**config.mk**
```make
export PLATFORM = sky130hd
export DESIGN_NAME = rv_iopmp_err_capture
export DESIGN_NICKNAME = d
export VERILOG_FILES = /design/src/rtl/rv_iopmp_pkg.sv /design/src/rtl/rv_iopmp_sat_cnt.sv /design/src/rtl/rv_iopmp_err_capture.sv
export SDC_FILE = /design/constraint.sdc
export NUM_CORES = 1
export LEC_CHECK = 0
export CAP_MARGIN = 20
export CORE_UTILIZATION = 40
export DETAILED_ROUTE_END_ITERATION = 7
export GPL_TIMING_DRIVEN = 0
export PLACE_DENSITY = 0.81
export SLEW_MARGIN = 10
export SYNTH_ARGS = -nofsm -noshare
export SYNTH_HDL_FRONTEND = slang
export SYNTH_SLANG_ARGS = --single-unit
```
**constraint.sdc**
```tcl
create_clock -name clk_i -period 1.65 [get_ports clk_i]
set_clock_uncertainty 0.2 [all_clocks]
set_input_delay 0.33 -clock clk_i [delete_from_list [all_inputs] [get_ports clk_i]]
set_output_delay 0.33 -clock clk_i [all_outputs]
set_load 0.02 [all_outputs]
```
**src/rtl/rv_iopmp_pkg.sv**
```systemverilog
// Shared IOPMP types: access types, error-capture FSM states and the error-record layout.
package rv_iopmp_pkg;

   typedef enum logic [1:0] {
      ACC_NONE  = 2'd0,
      ACC_READ  = 2'd1,
      ACC_WRITE = 2'd2,
      ACC_EXEC  = 2'd3
   } access_t;

   localparam int unsigned TTYPE_W    = 2;
   localparam int unsigned ETYPE_W    = 3;
   localparam int unsigned EID_W      = 16;
   // Record fields are sized for the widest supported address / source ID
   localparam int unsigned REC_ADDR_W = 64;
   localparam int unsigned REC_SID_W  = 8;

   typedef enum logic {
      IDLE = 1'b0,
      HELD = 1'b1
   } err_state_e;

   typedef struct packed {
      logic [TTYPE_W-1:0]    ttype;
      logic [ETYPE_W-1:0]    etype;
      logic [REC_ADDR_W-1:0] addr;
      logic [REC_SID_W-1:0]  sid;
      logic [EID_W-1:0]      eid;
   } err_record_t;

   function automatic logic [TTYPE_W-1:0] ttype_of(input access_t acc);
      return TTYPE_W'(acc);
   endfunction

endpackage

```
**src/rtl/rv_iopmp_sat_cnt.sv**
```systemverilog
// Saturating up-counter with synchronous clear; clear has priority over increment.
module rv_iopmp_sat_cnt #(
   parameter int unsigned WIDTH = 8
) (
   input  logic             clk_i,
   input  logic             rst_ni,
   input  logic             clr_i,
   input  logic             inc_i,
   output logic [WIDTH-1:0] cnt_o
);

   localparam logic [WIDTH-1:0] CNT_MAX = {WIDTH{1'b1}};

   logic [WIDTH-1:0] r_cnt;

   // Count register: clear, else increment until saturated
   always_ff @(posedge clk_i or negedge rst_ni) begin
      if (!rst_ni) begin
         r_cnt <= {WIDTH{1'b0}};
      end else if (clr_i) begin
         r_cnt <= {WIDTH{1'b0}};
      end else if (inc_i && (r_cnt != CNT_MAX)) begin
         r_cnt <= r_cnt + WIDTH'(1);
      end else begin
         r_cnt <= r_cnt;
      end
   end

   assign cnt_o = r_cnt;

endmodule

```
**src/rtl/rv_iopmp_err_capture.sv**
```systemverilog
// IOPMP error-record capture: latches the first illegal access until software clears it.
// Optional missed-error counter enabled by macro RV_IOPMP_ERR_CNT_EN.
module rv_iopmp_err_capture
   import rv_iopmp_pkg::*;
#(
   parameter int unsigned SID_WIDTH  = 8,
   parameter int unsigned ADDR_WIDTH = 64,
   parameter int unsigned CNT_WIDTH  = 8
) (
   input  logic                  clk_i,
   input  logic                  rst_ni,
   input  logic                  req_valid_i,
   input  logic [ADDR_WIDTH-1:0] addr_i,
   input  logic [SID_WIDTH-1:0]  sid_i,
   input  access_t               access_type_i,
   input  logic                  err_transaction_i,
   input  logic [2:0]            err_type_i,
   input  logic [15:0]           err_entry_index_i,
   input  logic                  ie_i,
   input  logic                  ip_clr_i,
   output logic                  err_ip_o,
   output logic [1:0]            err_ttype_o,
   output logic [2:0]            err_etype_o,
   output logic [ADDR_WIDTH-1:0] err_addr_o,
   output logic [SID_WIDTH-1:0]  err_sid_o,
   output logic [15:0]           err_eid_o,
   output logic                  irq_o,
   output logic [CNT_WIDTH-1:0]  err_cnt_o
);

   err_state_e  r_state;
   err_record_t r_rec;
   err_record_t w_rec_new;
   logic        w_evt;
   logic        w_load;

   assign w_evt  = req_valid_i & err_transaction_i;
   // A clear in the same cycle as an event lets the new event take the record
   assign w_load = w_evt & ((r_state == IDLE) | ip_clr_i);

   assign w_rec_new.ttype = ttype_of(access_type_i);
   assign w_rec_new.etype = err_type_i;
   assign w_rec_new.addr  = REC_ADDR_W'(addr_i);
   assign w_rec_new.sid   = REC_SID_W'(sid_i);
   assign w_rec_new.eid   = err_entry_index_i;

   // Record-valid FSM
   always_ff @(posedge clk_i or negedge rst_ni) begin
      if (!rst_ni) begin
         r_state <= IDLE;
      end else begin
         case (r_state)
            IDLE:    r_state <= w_evt ? HELD : IDLE;
            HELD:    r_state <= (ip_clr_i && !w_evt) ? IDLE : HELD;
            default: r_state <= IDLE;
         endcase
      end
   end

   // Sticky record; stale contents are kept after a clear
   always_ff @(posedge clk_i or negedge rst_ni) begin
      if (!rst_ni) begin
         r_rec <= '0;
      end else if (w_load) begin
         r_rec <= w_rec_new;
      end else begin
         r_rec <= r_rec;
      end
   end

   assign err_ip_o    = (r_state == HELD);
   assign irq_o       = err_ip_o & ie_i;
   assign err_ttype_o = r_rec.ttype;
   assign err_etype_o = r_rec.etype;
   assign err_addr_o  = r_rec.addr[ADDR_WIDTH-1:0];
   assign err_sid_o   = r_rec.sid[SID_WIDTH-1:0];
   assign err_eid_o   = r_rec.eid;

`ifdef RV_IOPMP_ERR_CNT_EN
   logic w_missed;

   assign w_missed = w_evt & (r_state == HELD) & ~ip_clr_i;

   rv_iopmp_sat_cnt #(
      .WIDTH (CNT_WIDTH)
   ) u_miss_cnt (
      .clk_i  (clk_i),
      .rst_ni (rst_ni),
      .clr_i  (ip_clr_i),
      .inc_i  (w_missed),
      .cnt_o  (err_cnt_o)
   );
`else
   assign err_cnt_o = {CNT_WIDTH{1'b0}};
`endif

endmodule

```
==> Implementation_results.wiki <==
{| class="wikitable"
! Metric !! Value
|-
| Power Dens Cells || approximately 1100 nW/um^2
|-
| HPWL after detailed placement || 6420 microns
|-
| Chip width || approximately 100 microns
|-
| Clock root buffer master || clkbuf_8
|-
| Initial antenna violation count || 0
|-
| Hold violation total from the final report || 0
|-
| Area overhead of the layout relative to synthesis || 57.9%
|-
| Clock-pin slew on the worst setup and hold paths || 80 ps
|-
| Asr flop ratio synth || 1.00
|-
| Number of cells in the finished layout apart from fillers || 562
|-
| Worst voltage drop across the vdd grid || ~0.60 mV
|-
| Avg Cell Area, Syn || 18.6 sq um
|-
| Layout filler cell count || 748
|-
| Number of global-route vias before repair || 2679
|-
| Period Utilization, post-route || 1.04
|-
| Number of diodes || 0
|-
| Count of flip-flops with a built-in enable after synthesis || 0
|-
| Classification of the worst setup path || in2reg
|-
| Total leakage power || between 2 and 3 nW
|-
| Arrival time worst endpoint || ~1700 ps
|-
| Drt initial violations || 26
|-
| Sum of negative setup slack || -3250 ps
|-
| Initial Util || 0.420
|-
| Routed length per placed instance || 15.5 microns
|-
| Buffer depth of the longest clock path || 2
|-
| Uppermost routed layer || met4
|-
| TritonCTS clock tree || yes
|-
| Upper clock frequency limit || between 500 and 600 MHz
|-
| Unrepaired setup endpoints after global routing || true
|-
| Netlist cell types || 12
|-
| Number of buffers added by the clock tree synthesis step || 9
|-
| Buffers added on ports || around 190
|-
| Most used standard cell by instance count after synthesis || dfrtp_1
|-
| Total of max-cap violations || 0
|-
| Required time of the critical path || 1670 ps
|-
| Largest cells by area after synthesis || dfrtp_1 (60%), mux2_4 (27%), mux2_2 (6.6%)
|-
| Headroom to the max-slew limit || 0.582
|-
| Final Total Pwr || slightly below 7 mW
|-
| Share of Yosys cell area claimed by the top area cell type || 0.597
|-
| Syn. warnings || 0
|-
| Run status || complete, but fails checks
|-
| Share of final-layout standard cells stronger than drive strength 1 || 0.316
|-
| Design Area, Final || 6220 sq um
|-
| Met3 wire length || 696 microns
|-
| Worst min-delay path category || reg2reg
|-
| Core area || 9370 sq um
|-
| Total via count after detailed routing || between 2000 and 3000
|-
| Total wirelength of the detailed-routed design || between 8000 and 9000 microns
|-
| Standard-cell rows || 35
|-
| Global-route wire length before repair || 13500 microns
|-
| Leading post-synthesis cells by instance count || dfrtp_1 (94), mux2_4 (70), mux2_2 (23)
|-
| CTS H-Tree Depth || 3
|-
| Total grt overflow || 0
|-
| Critical Path Start Type || input pin
|-
| Post-placement cell area || between 6000 and 7000 sq um
|-
| Final setup slack of the worst path || -67.1 ps
|-
| Count of final max-slew check failures || 0
|-
| Die Span Y || 101 microns
|-
| Clock Sink Count || between 90 and 100
|-
| Maximum number of pins on one net before global-route repair || 49
|-
| Main flop type after synthesis || dfrtp_1
|-
| Top-Level Pins || 202
|-
| Cell type with the largest total area after synthesis || dfrtp_1
|-
| Setup violations, final || 71
|-
| Clock Latency Late Sink || ~340 ps
|-
| Global Route Usage Sum || 0.171
|-
| Number of instances in the placed design || 542
|-
| Global placement routability congestion || 0.698
|-
| Met2 routed wirelength || 4320 microns
|-
| Type of destination of the critical path || flop
|-
| Transition at the pin with the smallest max-transition slack || 627 ps
|-
| Number of nets with antenna violations after detailed routing || 0
|-
| First drt pass iteration count || 4
|-
| Sequential area share after synthesis || 0.597
|-
| # nets final || 527
|-
| Share of the core filled with cells || 0.664
|-
| Sum of routed wire segments on met1 || 3590 microns
|-
| Flops & latches, synth || 94
|-
| CP Max Fanout || 10
|-
| Min cycle time layout || 1720 ps
|-
| Remaining routing DRC violations || 0
|-
| Count of mapped cells out of synthesis || 212
|-
| Post-Syn Area || 3940 sq um
|-
| Failing checks || setup timing
|-
| Die ar. || 10300 sq um
|-
| Number of vias per cell || 4.47
|}
==> power breakdown <==
group          switching [mW]  internal [mW]
clock                   0.786          0.828
sequential              0.211           2.72
combinational            1.03           1.20
==> cells by family (layout without fill, tap and decap cells) <==
kind of cell,count (synthesis),count (layout),share of synthesized area
other cells,1,8,0.000952
simple gates,2,2,0.00254
mux,93,93,0.332
compound gates,2,2,0.00540
flops,94,94,0.597
buf+inv,20,234,0.0616
==> registers in the layout, summed over array words and instances (netlist names) <==
name,cells
err_addr_o,64
err_eid_o,16
err_sid_o,8
err_etype_o,3
err_ttype_o,2
err_ip_o,1
==> worst max-delay path: stages <==
cell and delay [ps]:
clkdlybuf4s50_1 460, nand2_1 110, a21oi_4 180, buf_12 190, buf_12 160, mux2_4 300
==> final cells by class <==
| cell class | instances | area (sq um) | share of cell area |
|---|---|---|---|
| buffer | 18 | 235 | 0.0378 |
| timing repair buffer | 198 | 1870 | 0.301 |
| multi-input combinational | 105 | 1370 | 0.221 |
| clock buffer | 12 | 165 | 0.0265 |
| inverter | 2 | 7.51 | 0.00121 |
| tap | 129 | 161 | 0.0259 |
| sequential | 94 | 2350 | 0.378 |
| clock inverter | 4 | 53.8 | 0.00865 |
==> path summary, 6_finish.rpt <==
check	startpoint	endpoint	slack, ps	cells after the start
hold reg to reg	err_sid_o[5]	err_sid_o[5]	310	1
max in group asynchronous	rst_ni	err_sid_o[7]	250	3
setup reg to reg	err_ip_o	err_eid_o[5]	-70	5
min in group asynchronous	rst_ni	err_addr_o[15]	340	2
setup / recovery	req_valid_i	err_eid_o[5]	-70	6
hold / removal	err_sid_o[5]	err_sid_o[5]	310	1
==> timing repair <==
| item | CTS | global route |
|---|---|---|
| buffers inserted | 2 | 1 |
| resized for setup | 100 | 6 |
| endpoints found under the hold margin | 47 | 0 |
| hold buffers | 1 | 0 |
| setup endpoints to repair | 165 | 92 |
==> layout by cell type (no fill, tap or decap), drive strengths merged <==
| cell type | synthesis | layout |
|---|---|---|
| and2 | 1 | 1 |
| clkdlybuf4s50 | 0 | 97 |
| mux2 | 93 | 93 |
| nand2 | 1 | 1 |
| clkbuf | 0 | 12 |
| bufinv | 0 | 1 |
| o21ai | 1 | 1 |
| dlygate4sd2 | 0 | 92 |
| buf | 18 | 25 |
| clkdlybuf4s15 | 0 | 1 |
| dlygate4sd3 | 0 | 1 |
| a21oi | 1 | 1 |
| clkinv | 0 | 1 |
| inv | 2 | 2 |
| dfrtp | 94 | 94 |
| conb | 1 | 8 |
| clkinvlp | 0 | 2 |
==> through the flow <==
step           setup WS (ps)  hold WS (ps)
3_5_place_dp            -425           190
6_report               -67.1           307
3_3_place_gp           -3420           289
5_1_grt                 -118           317
2_1_floorplan           47.8          -166
4_1_cts                -61.6           310
==> layer usage <==
metal	global-route usage	vias to the layer above
met3	0.0566	10
li1	-	1151
met1	0.206	1233
met2	0.288	117
met4	0.0591	0
met5	0	-
No activity file was read; power rests on OpenSTA's default activity.
